[config.mk]
export PLATFORM = sky130hd
export DESIGN_NAME = spi_master
export DESIGN_NICKNAME = d
export VERILOG_FILES = /design/src/rtl/spi_master.sv
export SDC_FILE = /design/constraint.sdc
export NUM_CORES = 1
export LEC_CHECK = 0
export CAP_MARGIN = 10
export CORE_UTILIZATION = 46
export DETAILED_ROUTE_END_ITERATION = 10
export GPL_TIMING_DRIVEN = 0
export HOLD_SLACK_MARGIN = 0.03
export PLACE_DENSITY = 0.68
export SLEW_MARGIN = 20
export SYNTH_ARGS = -nofsm -noshare
export SYNTH_HDL_FRONTEND = slang
export SYNTH_SLANG_ARGS = --single-unit
[constraint.sdc]
create_clock -name sys_clk -period 6.4 [get_ports sys_clk]
set_clock_uncertainty 0.1 [all_clocks]
set_input_delay 1.6 -clock sys_clk [delete_from_list [all_inputs] [get_ports sys_clk]]
set_output_delay 1.6 -clock sys_clk [all_outputs]
set_load 0.01 [all_outputs]
[src/rtl/spi_master.sv]
// SPI mode-0 master: one byte per transaction, MSB first, SCK half-period of CLK_DIV sys_clk cycles.
// All bus-facing outputs come straight from flops; timing is counted from the edge that accepts start.
//
//   state | meaning
//   IDLE  | bus released, waiting for start
//   SETUP | CS_N low, first MOSI bit driven, waiting for the first SCK rise
//   SHIFT | toggling SCK; sample MISO on rises, advance MOSI on falls
//   HOLD  | SCK low after the 8th fall, CS_N still asserted
//   GAP   | CS_N high, busy still set before returning to IDLE
module spi_master #(
    parameter int CLK_DIV = 4
) (
    input  logic       sys_clk,
    input  logic       rst_n,
    input  logic       start,
    input  logic [7:0] txd_data,
    input  logic       MISO,
    output logic       CS_N,
    output logic       SCK,
    output logic       MOSI,
    output logic [7:0] rxd_data,
    output logic       busy,
    output logic       done
);

    typedef enum logic [2:0] {IDLE, SETUP, SHIFT, HOLD, GAP} state_t;

    state_t     state, state_nxt;
    logic [7:0] div_cnt, div_nxt;
    logic [3:0] bit_cnt, bit_nxt;
    logic [7:0] tx_sr, tx_nxt;
    logic [7:0] rx_sr, rx_nxt;
    logic [7:0] rxd_nxt;
    logic       cs_n_nxt, sck_nxt, mosi_nxt, busy_nxt, done_nxt;
    logic       tick, launch;

    assign tick = (div_cnt == 8'(CLK_DIV - 1));
    // A start held through the end of GAP relaunches on that same edge, giving
    // back-to-back transactions a period of exactly 18 half-periods.
    assign launch = start && ((state == IDLE) || (state == GAP && tick));

    always_ff @(posedge sys_clk or negedge rst_n) begin
        if (!rst_n) begin
            state    <= IDLE;
            div_cnt  <= 8'd0;
            bit_cnt  <= 4'd0;
            tx_sr    <= 8'd0;
            rx_sr    <= 8'd0;
            rxd_data <= 8'd0;
            CS_N     <= 1'b1;
            SCK      <= 1'b0;
            MOSI     <= 1'b0;
            busy     <= 1'b0;
            done     <= 1'b0;
        end else begin
            state    <= state_nxt;
            div_cnt  <= div_nxt;
            bit_cnt  <= bit_nxt;
            tx_sr    <= tx_nxt;
            rx_sr    <= rx_nxt;
            rxd_data <= rxd_nxt;
            CS_N     <= cs_n_nxt;
            SCK      <= sck_nxt;
            MOSI     <= mosi_nxt;
            busy     <= busy_nxt;
            done     <= done_nxt;
        end
    end

    always_comb begin
        state_nxt = state;
        div_nxt   = tick ? 8'd0 : div_cnt + 8'd1;
        bit_nxt   = bit_cnt;
        tx_nxt    = tx_sr;
        rx_nxt    = rx_sr;
        rxd_nxt   = rxd_data;
        cs_n_nxt  = CS_N;
        sck_nxt   = SCK;
        mosi_nxt  = MOSI;
        busy_nxt  = busy;
        done_nxt  = 1'b0;

        case (state)
            IDLE: begin
                div_nxt = 8'd0;
            end
            SETUP, SHIFT: begin
                if (tick) begin
                    if (!SCK) begin
                        sck_nxt   = 1'b1;
                        rx_nxt    = {rx_sr[6:0], MISO};
                        bit_nxt   = bit_cnt + 4'd1;
                        state_nxt = SHIFT;
                    end else begin
                        sck_nxt = 1'b0;
                        if (bit_cnt == 4'd8) begin
                            state_nxt = HOLD;
                        end else begin
                            tx_nxt   = {tx_sr[6:0], 1'b0};
                            mosi_nxt = tx_sr[6];
                        end
                    end
                end
            end
            HOLD: begin
                if (tick) begin
                    cs_n_nxt  = 1'b1;
                    mosi_nxt  = 1'b0;
                    rxd_nxt   = rx_sr;
                    done_nxt  = 1'b1;
                    state_nxt = GAP;
                end
            end
            GAP: begin
                if (tick) begin
                    busy_nxt  = 1'b0;
                    state_nxt = IDLE;
                end
            end
            default: begin
                state_nxt = IDLE;
            end
        endcase

        if (launch) begin
            tx_nxt    = txd_data;
            rx_nxt    = 8'd0;
            cs_n_nxt  = 1'b0;
            sck_nxt   = 1'b0;
            mosi_nxt  = txd_data[7];
            busy_nxt  = 1'b1;
            div_nxt   = 8'd0;
            bit_nxt   = 4'd0;
            state_nxt = SETUP;
        end
    end

endmodule
==> summary.txt <==
Run status
  – Status: completed

Worst setup path
  – Worst Path Max Fanout: 10
  – Critical Path RT: between 6000 and 7000 ps
  – Setup crit start kind: input pin
  – Arr. time, crit path: around 3600 ps
  – Worst setup EP type: flop
  – Worst reg-to-reg path cell count: 6
  – Critical path class: input pin to flop

Synth
  – Seq/Total Area, Yosys: 50.7%
  – Most used DFF post-synth: dfrtp_1
  – Ranking of synthesized cells by area: dfrtp_1, a21oi_1, o21ai_0
  – Cell Area, Synth: about 2100 µm²
  – Avg Synthesized Cell Area: between 10 and 15 µm²
  – Top cells by count, synth: dfrtp_1, a21oi_1, o21ai_0
  – Most frequent cell after synthesis: dfrtp_1
  – Synth Instances: approximately 210
  – Post-synth EDFFs: 0
  – Async set-or-reset flop fraction in the synthesized netlist: between 90% and 100%
  – Synth top area share: around half
  – Syn nets: about 230
  – Yosys warns: 0
  – #FFs+latches synth: 43
  – Post-synth top area cell: dfrtp_1
  – Synth cell types: between 40 and 50

Clocking
  – Clock Latency Late Sink: 290 ps
  – H-tree depth: 2
  – Cts bufs inserted: 5
  – Clock transition at the registers of the reported paths: around 80 ps
  – Clk Tree Root Cell: clkbuf_8
  – Hold Buf Count CTS: 0
  – Post_cts resized: 0
  – CTS Buffer Depth: 2
  – Clk sinks: 43
  – Post-CTS Setup Bufs: 0
  – CTS tree: yes

Power
  – Worst vdd ir: roughly 0.00026 V
  – Lkg Pwr: between 1 and 1.5 nW
  – PnR Total Power: 1.09 mW
  – Pwr per Cell Area: about 420 nW/µm²

Global route
  – Gr ovfl total: 0
  – GR Util All Layers: 20.0%
  – Antenna violations before repair: 0
  – Largest net degree at the start of global routing: 25
  – First-pass GRT wire length: roughly 7.7 mm
  – Vias in the first global route: around 1600

Finish
  – Layout cells sized above 1: between 10% and 20%
  – # fillers: 392
  – Layout Nets: between 200 and 300
  – Layout area overhead: 21.0%
  – Number of antenna repair diodes: 0
  – Finished Cell Area: 2570 µm²

Min path
  – Min-Delay Path Depth: 2
  – Hold WC Path Type: flop to flop

Die
  – IO Pins: 25
  – Initial core utilization: 48.4%
  – Core Region: 4380 µm²
  – Die area: 4890 µm²
  – Die height: around 70 µm
  – Row Count: 24
  – Die X: roughly 70 µm

Drt
  – # DRC: 0
  – DRT iter0 DRCs: roughly 120
  – Routed Antenna Nets: 0
  – Final wirelength: around 4.5 mm
  – DR pass1 iterations: 4
  – Routed vias/inst: between 5 and 6
  – Vias: 1737
  – WL per Instance: between 15 and 20 µm

STA
  – Worst slew pin tran: between 700 and 800 ps
  – RSZ-0062 raised after global routing: no
  – Setup violations, final: 0
  – Final Hold Viols: 0
  – Slew headroom: a little under half
  – Fmax: between 0.2 and 0.3 GHz
  – Final period util: ~54%
  – Slew Viols, Final: 0
  – Final min period: 3490 ps
  – TNS Setup: 0 ps
  – Min Hold Slack: ~360 ps

Placed design
  – Routability cong.: between 0.9 and 1
  – Post-DP Area: approximately 2500 µm²
  – I/O Buffers: 24
  – Hpwl dp: about 3.2 mm

Job
  – Max_cap viols: 0
-- power breakdown --
| part | switching (mW) | total [mW] | internal, mW |
|---|---|---|---|
| sequential | 0.0585 | 0.417 | 0.359 |
| combinational | 0.250 | 0.454 | 0.204 |
| clock | 0.0904 | 0.217 | 0.126 |
| total | 0.399 | 1.09 | 0.689 |
-- logic make-up (layout without fill, tap and decap cells) --
family                   Yosys count  after routing  synth area share [%]
AO/OA/AOI/OAI                     67             67                  19.0
multiplexers                       9              9                  4.71
AND/OR/NAND/NOR                   64             64                  16.4
flip-flops                        43             43                  50.7
XOR/XNOR                           8              8                  3.30
buffers and inverters             17             50                  4.07
adder cells (fa/ha/maj)            3              3                  1.77
-- cell type report --
cell class	count	area [µm²]	area share (%)
inverters	6	22.5	0.877
clock buffers	6	82.6	3.21
well taps	52	65.1	2.53
clock inverters	2	35.0	1.36
plain buffers	11	63.8	2.48
repair buffers	25	263	10.2
flip-flops and latches	43	1080	41.9
multi-input cells	151	960	37.4
-- final timing paths --
kind,startpoint,endpoint,slack [ps]
worst min register to register,CS_N,CS_N,360
worst max-delay path,start,rx_sr[1],2910
min in group asynchronous,rst_n,done,1190
worst max register to register,div_cnt[0],rxd_data[4],3740
worst min-delay path,CS_N,CS_N,360
max in group asynchronous,rst_n,state[1],4510
-- flip-flops by register name, indices dropped and copies added (netlist names) --
signal	cells
div_cnt	8
state	3
MOSI	1
SCK	1
busy	1
tx_sr	7
CS_N	1
bit_cnt	4
done	1
rxd_data	8
rx_sr	8
-- through the flow --
stage | util, % | cells | worst slack (ps)
final | 58.6 | 296 | 2910
after CTS | 58.6 | 296 | 2930
after detailed placement | 55.9 | 288 | 2630
after global routing | 58.6 | 296 | 2820
after floorplan | - | 211 | 3460
after global placement | 55.4 | 287 | 2450
-- cell usage in the layout (no fill, tap or decap), types with 3 or more instances in the layout --
cell type,instances
a21oi_1,23
a311oi_1,5
buf_2,3
clkbuf_1,7
clkbuf_8,8
clkdlybuf4s50_1,23
dfrtp_1,42
ha_1,3
inv_1,6
mux2_2,8
nand2_1,10
nand3_1,19
nor2_1,12
nor3_1,5
nor3b_1,3
o21ai_0,21
or3b_2,3
xnor2_1,3
xor2_1,5
-- critical path, stage by stage --
cell and delay, ps:
clkdlybuf4s50_1 580, or3b_2 490, clkbuf_1 240, nor2_1 350
clkbuf_8 240, a21oi_1 50
-- per-layer routing --
layer / GRT usage [%] / vias up / share of wire [%]
met2: 30.2 / 54 / 45
met3: 3.75 / 7 / 4.8
met5: 0 / - / 0
li1: - / 836 / -
met1: 28.3 / 840 / 49
met4: 8.00 / 0 / 1.0
No activity file was read; power rests on OpenSTA's default activity.
